**src/rtl/dram_bist_pkg.sv**
```systemverilog
// Shared types and pattern helpers for the DRAM Wishbone BIST master.
// Words are built as 32-bit lanes derived from one Galois LFSR value.
package dram_bist_pkg;

    typedef enum logic [3:0] {
        IDLE,
        WAIT_CALIB,
        WR_REQ,
        WR_GAP,
        GAP,
        RD_REQ,
        RD_GAP,
        CHECK,
        DONE
    } bist_state_t;

    localparam logic [31:0] LFSR_POLY     = 32'h8020_0003;
    // Widest word bist_pattern can build; callers truncate to their width.
    localparam int          MAX_WORD_SIZE = 512;

    function automatic logic [31:0] lfsr_next(input logic [31:0] cur);
        return (cur >> 1) ^ (cur[0] ? LFSR_POLY : 32'h0);
    endfunction

    // Lane k = rotl(lfsr, 8k mod 32) ^ (0x01010101 * k).
    function automatic logic [MAX_WORD_SIZE-1:0] bist_pattern(input logic [31:0] lfsr,
                                                              input int word_size);
        logic [MAX_WORD_SIZE-1:0] p;
        logic [4:0]               sh;
        logic [31:0]              rot;
        p = '0;
        for (int k = 0; k < MAX_WORD_SIZE / 32; k++) begin
            if (k < word_size / 32) begin
                sh  = 5'(8 * k);
                rot = (lfsr << sh) | (lfsr >> (6'd32 - {1'b0, sh}));
                p[32*k +: 32] = rot ^ (32'h0101_0101 * 32'(k));
            end
        end
        return p;
    endfunction

endpackage

```
**src/rtl/lfsr32.sv**
```systemverilog
// 32-bit right-shifting Galois LFSR; load has priority over step.
module lfsr32
    import dram_bist_pkg::*;
(
    input  logic        user_clk_i,
    input  logic        rst_i,
    input  logic        load,
    input  logic [31:0] seed,
    input  logic        step,
    output logic [31:0] q
);

    always_ff @(posedge user_clk_i) begin
        if (rst_i || load) q <= seed;
        else if (step)     q <= lfsr_next(q);
    end

endmodule

```
**src/rtl/dram_bist_master.sv**
```systemverilog
// Wishbone BIST master: writes an LFSR pattern over an address range, idles,
// reads it back and reports error count, first failing address and timeout.
module dram_bist_master
    import dram_bist_pkg::*;
#(
    parameter int          WORD_SIZE      = 128,
    parameter int          NUM_WORDS      = 1024,
    parameter logic [31:0] ADDR_BASE      = 32'h0000_0000,
    parameter logic [31:0] ADDR_STEP      = 32'h10,
    parameter int          GAP_CYCLES     = 5000,
    parameter int          TIMEOUT_CYCLES = 65535,
    parameter logic [31:0] SEED           = 32'hACE1_2468
) (
    input  logic                 user_clk_i,
    input  logic                 rst_i,
    input  logic                 start_i,
    input  logic                 calib_done_i,
    output logic                 cyc_o,
    output logic                 stb_o,
    output logic                 we_o,
    output logic [31:0]          addr_o,
    output logic [WORD_SIZE-1:0] data_o,
    input  logic [WORD_SIZE-1:0] data_i,
    input  logic                 ack_i,
    output logic                 busy_o,
    output logic                 done_o,
    output logic                 pass_o,
    output logic                 fail_o,
    output logic                 timeout_o,
    output logic [15:0]          err_count_o,
    output logic [31:0]          first_err_addr_o
);

    localparam int IDX_W = $clog2(NUM_WORDS + 1);
    localparam int GAP_W = $clog2(GAP_CYCLES + 1);
    localparam int WD_W  = $clog2(TIMEOUT_CYCLES + 1);
    // GAP_CYCLES and TIMEOUT_CYCLES are expected to be >= 1.
    localparam logic [IDX_W-1:0] IDX_END  = IDX_W'(NUM_WORDS);
    localparam logic [IDX_W-1:0] IDX_LAST = IDX_W'(NUM_WORDS - 1);
    localparam logic [GAP_W-1:0] GAP_LAST = GAP_W'(GAP_CYCLES - 1);
    localparam logic [WD_W-1:0]  WD_LAST  = WD_W'(TIMEOUT_CYCLES - 1);

    bist_state_t          state_q, state_d;
    logic [IDX_W-1:0]     idx_q;
    logic [GAP_W-1:0]     gap_q;
    logic [WD_W-1:0]      wd_q;
    logic [31:0]          lfsr_q;
    logic [WORD_SIZE-1:0] rd_q, exp_q, pattern;
    logic [15:0]          err_q;
    logic [31:0]          first_q, cur_addr;
    logic                 timeout_q;

    logic start_ok, in_req, wd_expired, gap_end, mismatch, lfsr_load, lfsr_step;

    assign start_ok   = start_i && (state_q == IDLE || state_q == DONE);
    assign in_req     = (state_q == WR_REQ) || (state_q == RD_REQ);
    assign wd_expired = in_req && !ack_i && (wd_q == WD_LAST);
    assign gap_end    = (state_q == GAP) && (gap_q == GAP_LAST);
    assign mismatch   = rd_q != exp_q;
    assign cur_addr   = ADDR_BASE + ADDR_STEP * 32'(idx_q);
    assign pattern    = WORD_SIZE'(bist_pattern(lfsr_q, WORD_SIZE));
    assign lfsr_load  = start_ok || gap_end;
    assign lfsr_step  = (state_q == WR_REQ && ack_i) || (state_q == CHECK);

    lfsr32 u_lfsr (
        .user_clk_i (user_clk_i),
        .rst_i      (rst_i),
        .load       (lfsr_load),
        .seed       (SEED),
        .step       (lfsr_step),
        .q          (lfsr_q)
    );

    always_ff @(posedge user_clk_i) begin
        if (rst_i) state_q <= IDLE;
        else       state_q <= state_d;
    end

    always_comb begin
        state_d = state_q;
        unique case (state_q)
            IDLE, DONE: if (start_i) state_d = WAIT_CALIB;
            WAIT_CALIB: if (calib_done_i) state_d = WR_REQ;
            WR_REQ: begin
                if (ack_i)           state_d = WR_GAP;
                else if (wd_expired) state_d = DONE;
            end
            WR_GAP:     state_d = (idx_q == IDX_END) ? GAP : WR_REQ;
            GAP:        if (gap_end) state_d = RD_REQ;
            RD_REQ: begin
                if (ack_i)           state_d = CHECK;
                else if (wd_expired) state_d = DONE;
            end
            CHECK:      state_d = (idx_q == IDX_LAST) ? DONE : RD_GAP;
            RD_GAP:     state_d = RD_REQ;
            default:    state_d = IDLE;
        endcase
    end

    always_comb begin
        cyc_o  = 1'b0;
        stb_o  = 1'b0;
        we_o   = 1'b0;
        busy_o = 1'b1;
        done_o = 1'b0;
        unique case (state_q)
            IDLE:   busy_o = 1'b0;
            WR_REQ: begin cyc_o = 1'b1; stb_o = 1'b1; we_o = 1'b1; end
            RD_REQ: begin cyc_o = 1'b1; stb_o = 1'b1; end
            DONE:   begin busy_o = 1'b0; done_o = 1'b1; end
            default: ;
        endcase
    end

    // Address/data are forced to 0 off-bus so idle and reset outputs read as 0.
    assign addr_o           = stb_o ? cur_addr : '0;
    assign data_o           = we_o ? pattern : '0;
    assign pass_o           = done_o && (err_q == 16'd0) && !timeout_q;
    assign fail_o           = done_o && !pass_o;
    assign timeout_o        = timeout_q;
    assign err_count_o      = err_q;
    assign first_err_addr_o = first_q;

    always_ff @(posedge user_clk_i) begin
        if (rst_i) begin
            idx_q     <= '0;
            gap_q     <= '0;
            wd_q      <= '0;
            rd_q      <= '0;
            exp_q     <= '0;
            err_q     <= '0;
            first_q   <= '0;
            timeout_q <= 1'b0;
        end else begin
            wd_q  <= in_req ? wd_q + 1'b1 : '0;
            gap_q <= (state_q == GAP) ? gap_q + 1'b1 : '0;
            if (start_ok) begin
                idx_q     <= '0;
                err_q     <= '0;
                first_q   <= '0;
                timeout_q <= 1'b0;
            end
            if (state_q == WR_REQ && ack_i) idx_q <= idx_q + 1'b1;
            if (gap_end) idx_q <= '0;
            if (state_q == RD_REQ && ack_i) begin
                rd_q  <= data_i;
                exp_q <= pattern;
            end
            if (state_q == CHECK) begin
                idx_q <= idx_q + 1'b1;
                if (mismatch) begin
                    if (err_q != 16'hFFFF) err_q <= err_q + 1'b1;
                    if (err_q == 16'd0)    first_q <= cur_addr;
                end
            end
            if (wd_expired) timeout_q <= 1'b1;
        end
    end

endmodule

```
**config.mk**
```make
export PLATFORM = sky130hd
export DESIGN_NAME = dram_bist_master
export DESIGN_NICKNAME = d
export VERILOG_FILES = /design/src/rtl/dram_bist_pkg.sv /design/src/rtl/lfsr32.sv /design/src/rtl/dram_bist_master.sv
export SDC_FILE = /design/constraint.sdc
export NUM_CORES = 1
export LEC_CHECK = 0
export CAP_MARGIN = 10
export CORE_MARGIN = 2
export CORE_UTILIZATION = 53
export CTS_CLUSTER_DIAMETER = 50
export CTS_CLUSTER_SIZE = 24
export DETAILED_ROUTE_END_ITERATION = 12
export HOLD_SLACK_MARGIN = 0.06
export PLACE_DENSITY = 0.95
export SLEW_MARGIN = 20
export SYNTH_ARGS = -nofsm -noshare
export SYNTH_HDL_FRONTEND = slang
export SYNTH_SLANG_ARGS = --single-unit
export TNS_END_PERCENT = 20
```
**constraint.sdc**
```tcl
create_clock -name user_clk_i -period 5.2 [get_ports user_clk_i]
set_input_delay 1.3 -clock user_clk_i [delete_from_list [all_inputs] [get_ports user_clk_i]]
set_output_delay 1.3 -clock user_clk_i [all_outputs]
set_load 0.02 [all_outputs]
```
==> reports/metrics.json <==
{
  "timing.setup.tns_ps": 0,
  "drt_wl_total_um": 39900,
  "hold_class": "reg2reg",
  "drt-wirelength-per-cell_um": 17.9,
  "synth_top_area_share_pct": 43.6,
  "slowest_stage": "sky130_fd_sc_hd__inv_1",
  "cts_buffer_depth": 3,
  "ir_worst_vdd_v": 0.000318,
  "route.met2.wl_um": 19100,
  "die_area_mm2": 0.0267,
  "synth.lib_cells_used.distinct": 55,
  "globalRouteOverflowTotal": 0,
  "yosysTopAreaCell": "sky130_fd_sc_hd__dfxtp_1",
  "clk_root_buffer_cell": "sky130_fd_sc_hd__clkbuf_16",
  "antenna_found_initial": 1,
  "io-pin-count": 349,
  "io_buffers": 327,
  "timing.critical_path.arrival_ps": 3410,
  "layout-area-overhead-vs-synth_pct": 26.6,
  "drc_errors": 0,
  "postRouteAntennaNets": 0,
  "horiz_die_dim_um": 163,
  "met3RoutedLength_um": 3560,
  "post-cts-setup-buffer-count": 0,
  "timing.setup.critical_path_class": "reg2out",
  "fill_cells": 1846,
  "ys_seq_area_share_pct": 43.6,
  "fin_skew_ps": 26.5,
  "share_of_final_layout_standard_cells_stronger_than_drive_strength_1_pct": 3.65,
  "grt_max_degree": 131,
  "highest_layer": "met5",
  "cts_tree": "yes",
  "synth-warning-count": 0,
  "antenna_cells_inserted": 0,
  "final-setup-viol-count": 0,
  "post_synth.cell_area_avg_um2": 7.90,
  "number_of_global_route_vias_before_repair": 11900,
  "slew_headroom_pct": 28.2,
  "initial_utilization_pct": 53.8,
  "first_iteration_detailed_routing_drc_count": 1234,
  "crit_buf_inv": 2,
  "tritoncts_num_sinks": 293,
  "synth-seq-cells": 293,
  "floorplan.rows": 58,
  "synth_enable_flop_cells": 0,
  "post_route_met1_wirelength_um": 14700,
  "floorplan.core_area_mm2": 0.0250,
  "grt_use_total_pct": 28.6,
  "finalMaxSlewViolations": 0,
  "finalHoldViolCount": 0,
  "route.vias.total": 12500,
  "cts_repair_resize_count": 0,
  "library_cell_with_the_highest_instance_count_after_synthesis": "sky130_fd_sc_hd__nand2_1",
  "crit_path_cell_trace": "nor2_1 > nand3_1 > inv_1 > and2_1 > clkdlybuf4s50_1",
  "cp_slowest_stage_delay_ps": 790,
  "global_placer_s_final_weighted_congestion": 0.906,
  "die_ht_um": 163,
  "cap_violations": 0,
  "finalNetCount": 2013,
  "crit_fanout": 34,
  "hold_fix_buffer_count_after_cts": 0,
  "hpwl_um": 28300,
  "ys_dominant_reg_cell": "sky130_fd_sc_hd__dfxtp_1",
  "period_minus_slack_ps": 4710,
  "achievable-frequency_mhz": 212,
  "postSynth.asyncResetShare_pct": 0,
  "post_synth_instance_area_mm2": 0.0135,
  "startpoint_type": "flip-flop",
  "pwr_density_cell_mw_per_mm2": 270,
  "vias_per_cell": 5.61,
  "period_share_pct": 90.5,
  "cts_inserted_buffers": 26,
  "synth_area_leaders": "sky130_fd_sc_hd__dfxtp_1 44%, sky130_fd_sc_hd__nand2_1 12%, sky130_fd_sc_hd__a21oi_1 7.4%",
  "tightest_slew_ps": 1070,
  "timing.critical_path.to_type": "output port",
  "status": "complete, no violations",
  "hold-worst-slack_ps": 465,
  "clkSlewWorstSetupHoldPaths_ps": 80,
  "drtPass1Iterations": 7,
  "netlist_instances": 1703,
  "leakage_nw": 5.74,
  "worst_skew_pair.late_latency_ps": 550,
  "critPathRequiredTime_ps": 3900,
  "worst_path_dominant_cell_family": "buffers and inverters",
  "grt_setup_unrepaired": "false",
  "synth.top_cells.by_count": "419 x sky130_fd_sc_hd__nand2_1, 293 x sky130_fd_sc_hd__dfxtp_1, 198 x sky130_fd_sc_hd__a21oi_1",
  "grt_first_pass_wirelength_um": 60900,
  "cts-htree-levels": 1
}
-- kinds of logic after synthesis --
group	synth area share, %
fa+ha+maj	0.651
compound gates	10.6
xor+xnor	8.20
mux	1.04
flops	43.6
buf+inv	9.86
simple gates	26.1
other cells	0.0279
-- path summary, 6_finish.rpt --
kind | startpoint | endpoint | slack, ps | cells past startpoint
hold / removal | first_err_addr_o[23] | first_err_addr_o[23] | 460 | 1
hold reg to reg | first_err_addr_o[23] | first_err_addr_o[23] | 460 | 1
setup reg to reg | state_q[2] | idx_q[9] | 1720 | 9
setup / recovery | state_q[3] | data_o[54] | 490 | 5
-- stage by stage --
stage / instance area [um2] / instances / setup slack, ps / utilization (%) / power [mW]
3_5_place_dp: 16100 / 2175 / 1110 / 64.3 / 2.56
6_report: 17000 / 2223 / 493 / 68.1 / 4.60
4_1_cts: 17000 / 2223 / 521 / 68.1 / 4.62
5_1_grt: 17000 / 2223 / 247 / 68.1 / 4.72
2_1_floorplan: 13500 / 1723 / 1950 / - / 2.43
3_3_place_gp: 16100 / 2175 / 1310 / 64.3 / 2.56
-- placed cells by master (no fill, tap or decap), types with 17 or more instances in the layout --
cell	n
sky130_fd_sc_hd__nand4_1	30
sky130_fd_sc_hd__and3_1	24
sky130_fd_sc_hd__xnor2_1	105
sky130_fd_sc_hd__and2_1	64
sky130_fd_sc_hd__nand2_1	419
sky130_fd_sc_hd__clkdlybuf4s50_1	326
sky130_fd_sc_hd__a21oi_1	198
sky130_fd_sc_hd__clkbuf_16	26
sky130_fd_sc_hd__xor2_1	21
sky130_fd_sc_hd__dfxtp_1	293
sky130_fd_sc_hd__inv_1	25
sky130_fd_sc_hd__conb_1	21
sky130_fd_sc_hd__nand2b_1	17
sky130_fd_sc_hd__nor2_1	86
sky130_fd_sc_hd__nand3_1	44
sky130_fd_sc_hd__nor3_1	27
-- power breakdown --
group	internal [mW]	switching, mW	total [mW]
registers	2.24	0.00532	2.25
logic	0.130	0.132	0.262
clock network	1.10	0.987	2.09
total	3.47	1.12	4.60
-- worst register-to-register path: stages (launching register included) --
cell                       delay [ps]
sky130_fd_sc_hd__dfxtp_1          470
sky130_fd_sc_hd__clkinv_1         280
sky130_fd_sc_hd__nand3_1          490
sky130_fd_sc_hd__inv_1            530
sky130_fd_sc_hd__a21oi_2          270
sky130_fd_sc_hd__buf_4            330
sky130_fd_sc_hd__nand3_1          390
sky130_fd_sc_hd__and4_1           360
sky130_fd_sc_hd__xnor2_1          150
sky130_fd_sc_hd__nor2_1            60
-- layer usage --
metal  vias up  global-route usage [%]
met1      5791                    33.5
met4         2                    16.5
met2       689                    48.5
li1       5831                       -
met3       162                    5.76
met5         -                       0
-- registers in the layout (all words and copies together), names as in the netlist --
register          flops
rd_q                128
exp_q                40
first_err_addr_o     32
u_lfsr.q             32
err_count_o          16
wd_q                 16
gap_q                13
idx_q                11
state_q               4
timeout_o             1
-- cell type report --
type,count,area [um2],share of cell area [%]
inverter,26,97.6,0.573
clock inverter,21,283,1.66
clock buffer,27,664,3.90
sequential,293,5870,34.4
timing repair buffer,335,3360,19.7
multi-input combinational,1191,6360,37.3
tap,330,413,2.42
No activity file was read; power rests on OpenSTA's default activity.
==> edit (config.mk and constraints unchanged) <==
Compare `idx_q` against `IDX_LAST` with >= in place of ==.
--- a/src/rtl/dram_bist_master.sv
+++ b/src/rtl/dram_bist_master.sv
@@ -91,7 +91,7 @@
                 if (ack_i)           state_d = CHECK;
                 else if (wd_expired) state_d = DONE;
             end
-            CHECK:      state_d = (idx_q == IDX_LAST) ? DONE : RD_GAP;
+            CHECK:      state_d = (idx_q >= IDX_LAST) ? DONE : RD_GAP;
             RD_GAP:     state_d = RD_REQ;
             default:    state_d = IDLE;
         endcase
Check against the original RTL: no difference found for any inputs over 4 cycles, from zero or initial values and one cycle with rst_i high; that may be too few to reach the edited logic, so the function may still have changed.
==> edit against the original RTL <==
- power increased by 5.3%
- critical path depth unchanged
- combinational power increased by 78%
- worst hold slack improved by 4.0 ps
- sequential cell count unchanged
- wire length decreased by 1.6%
- clock skew decreased by 12 ps
- fmax increased by 1.8%
- register-to-register slack got worse by 70 ps
- worst setup slack improved by 83 ps
- final area about the same
- synthesized area about the same
- first-iteration DRC count increased by 8.4%
- largest cell class unchanged
==> edit: results (changes against the original RTL) <==
[metrics] fraction of the yosys area taken by sequential cells: 43.55% (about the same)
[metrics] clock edge transition at the registers on the reported setup and hold paths: 80 ps (about the same)
[metrics] proportion of layout cells with a drive suffix above 1: 4.410% (+0.77 points)
[metrics] via count: 12354 (-0.97%)
[metrics] diode insertion count for antenna repair: 0 (unchanged)
[metrics] total half-perimeter wirelength after legalization and detailed placement: 28.19 mm (-0.29%)
[metrics] highest fanout seen on the critical path: 35 (+2.9%)
[metrics] reg-to-reg critical path startpoint: exp_q[119]
[metrics] Filler Cells Inserted: 1838 (-0.43%)
[metrics] critical path startpoint: state_q[0]
[metrics] layout net count: 2001 (-0.60%)
[metrics] total global routing track utilization: 28.16% (-0.42 points)
[metrics] average size of a mapped cell: 7.961 sq um (+0.72%)
[metrics] worst slew margin relative to its limit: 32.89% (+4.7 points)
[metrics] via-per-instance ratio: 5.585 (-0.48%)
[metrics] Distinct cells, synth: 54 (-1.8%)
[metrics] status: complete, no violations
[metrics] leakage component of the power: 0.006716 uW (+17%)
[metrics] Top Family by Delay on Critical Path: buffers and inverters
[metrics] HP Start: rd_q[32]
[metrics] number of global-route vias before repair: 11389 (-4.0%)
[metrics] number of design-rule violations left by the first detailed-router iteration: 1338 (+8.4%)
[metrics] routability-driven placement congestion ratio: 0.9208 (+1.7%)
[metrics] most instantiated cells after synthesis: 414 x nand2_1, 293 x dfxtp_1, 195 x a21oi_1
[metrics] largest net degree at the start of global routing: 124 (-5.3%)
[metrics] number of clock buffers inserted by TritonCTS: 27 (+3.8%)
[metrics] Worst EP arrival: 3320 ps (-90 ps)
[metrics] wire length of the first global-routing pass: 59.79 mm (-1.8%)
[metrics] top post-synthesis cells by area: dfxtp_1 44%, nand2_1 12%, xor2_1 7.4%
[metrics] number of buffers inserted by post-CTS setup repair: 0 (unchanged)
[metrics] initial antenna violation count: 0 (-1)
[metrics] min-delay worst type: flip-flop to flip-flop
[metrics] Crit path largest cell delay: 810 ps (+20 ps)
[metrics] DRT Wirelength: 39.24 mm (-1.6%)
[metrics] Post-synth EDFFs: 0 (unchanged)
[metrics] Worst IR Drop VDD: 302.6 uV (-4.8%)
[metrics] skew final: 14.04 ps (-12.47 ps)
[metrics] number of cells after detailed placement: 2161 (-0.64%)
[metrics] number of buffers between clock root and the deepest sink: 3 (unchanged)
[edit: cell types whose count changed after synthesis, moves of 6 or more]
| cell | before | now |
|---|---|---|
| xor2_1 | 21 | 114 |
| xnor2_1 | 105 | 22 |
| nor4_1 | 13 | 36 |
| and3_1 | 25 | 37 |
| nand2b_1 | 17 | 6 |
| nand3_1 | 45 | 34 |
| nor2_1 | 86 | 97 |
| inv_1 | 25 | 15 |
| nand4_1 | 30 | 20 |
| a221o_1 | 0 | 9 |
| nand3b_1 | 13 | 4 |
| and2_1 | 64 | 56 |
| buf_2 | 10 | 2 |
| o22ai_1 | 10 | 4 |
[edit: final cells by class]
cell class,count,share of cell area (%)
Multi-Input combinational cell,1187,37.38
Sequential cell,293,34.40
Timing Repair Buffer,337,19.74
Clock buffer,27,3.963
Tap cell,330,2.422
Clock inverter,23,1.761
Inverter,15,0.3303
[edit: per-layer routing]
layer | up-vias | GRT usage [%] | routed length [um]
met4 | 0 | 13.88 | 2039
li1 | 5803 | - | -
met5 | - | 0 | 0
met1 | 5784 | 33.76 | 14720
met3 | 138 | 4.342 | 3288
met2 | 629 | 49.08 | 19200
[edit: final timing paths]
path                     to  slack (ps)  cells past startpoint
min reg2reg        rd_q[32]         470                      2
min                rd_q[32]         470                      2
max              data_o[77]         580                      5
max reg2reg  err_count_o[8]        1650                      7
[edit: cell families (layout without fill, tap and decap cells)]
kind of cell    Yosys count  after routing  share of synthesized area [%]
compound gates          243            243                          9.977
fa+ha+maj                 7              7                         0.6502
other cells               1             21                        0.02784
buf+inv                 232            402                          9.912
mux                      13             13                         0.9940
flops                   293            293                          43.55
simple gates            767            767                          26.05
xor+xnor                136            136                          8.843
[edit: worst min-delay path: stages, from the launching register on]
cell,delay (ps)
dfxtp_1,320
nand2_1,50
a21oi_1,50
[edit: stage by stage]
stage               total power, uW  cell area [sq um]  setup WS [ps]
floorplan                      2591              13540           2007
global placement               2772              16050           1070
detailed placement             2782              16050          979.0
CTS                            4861              17030          553.7
global route                   4973              17050          356.8
finish                         4843              17050          576.0
[edit: where the power goes]
part / leakage, uW / total (uW) / switching, uW / internal [uW]
Clock: 0.000468 / 2110 / 1060 / 1050
Sequential: 0.00236 / 2270 / 17.4 / 2250
Combinational: 0.00389 / 467 / 250 / 217
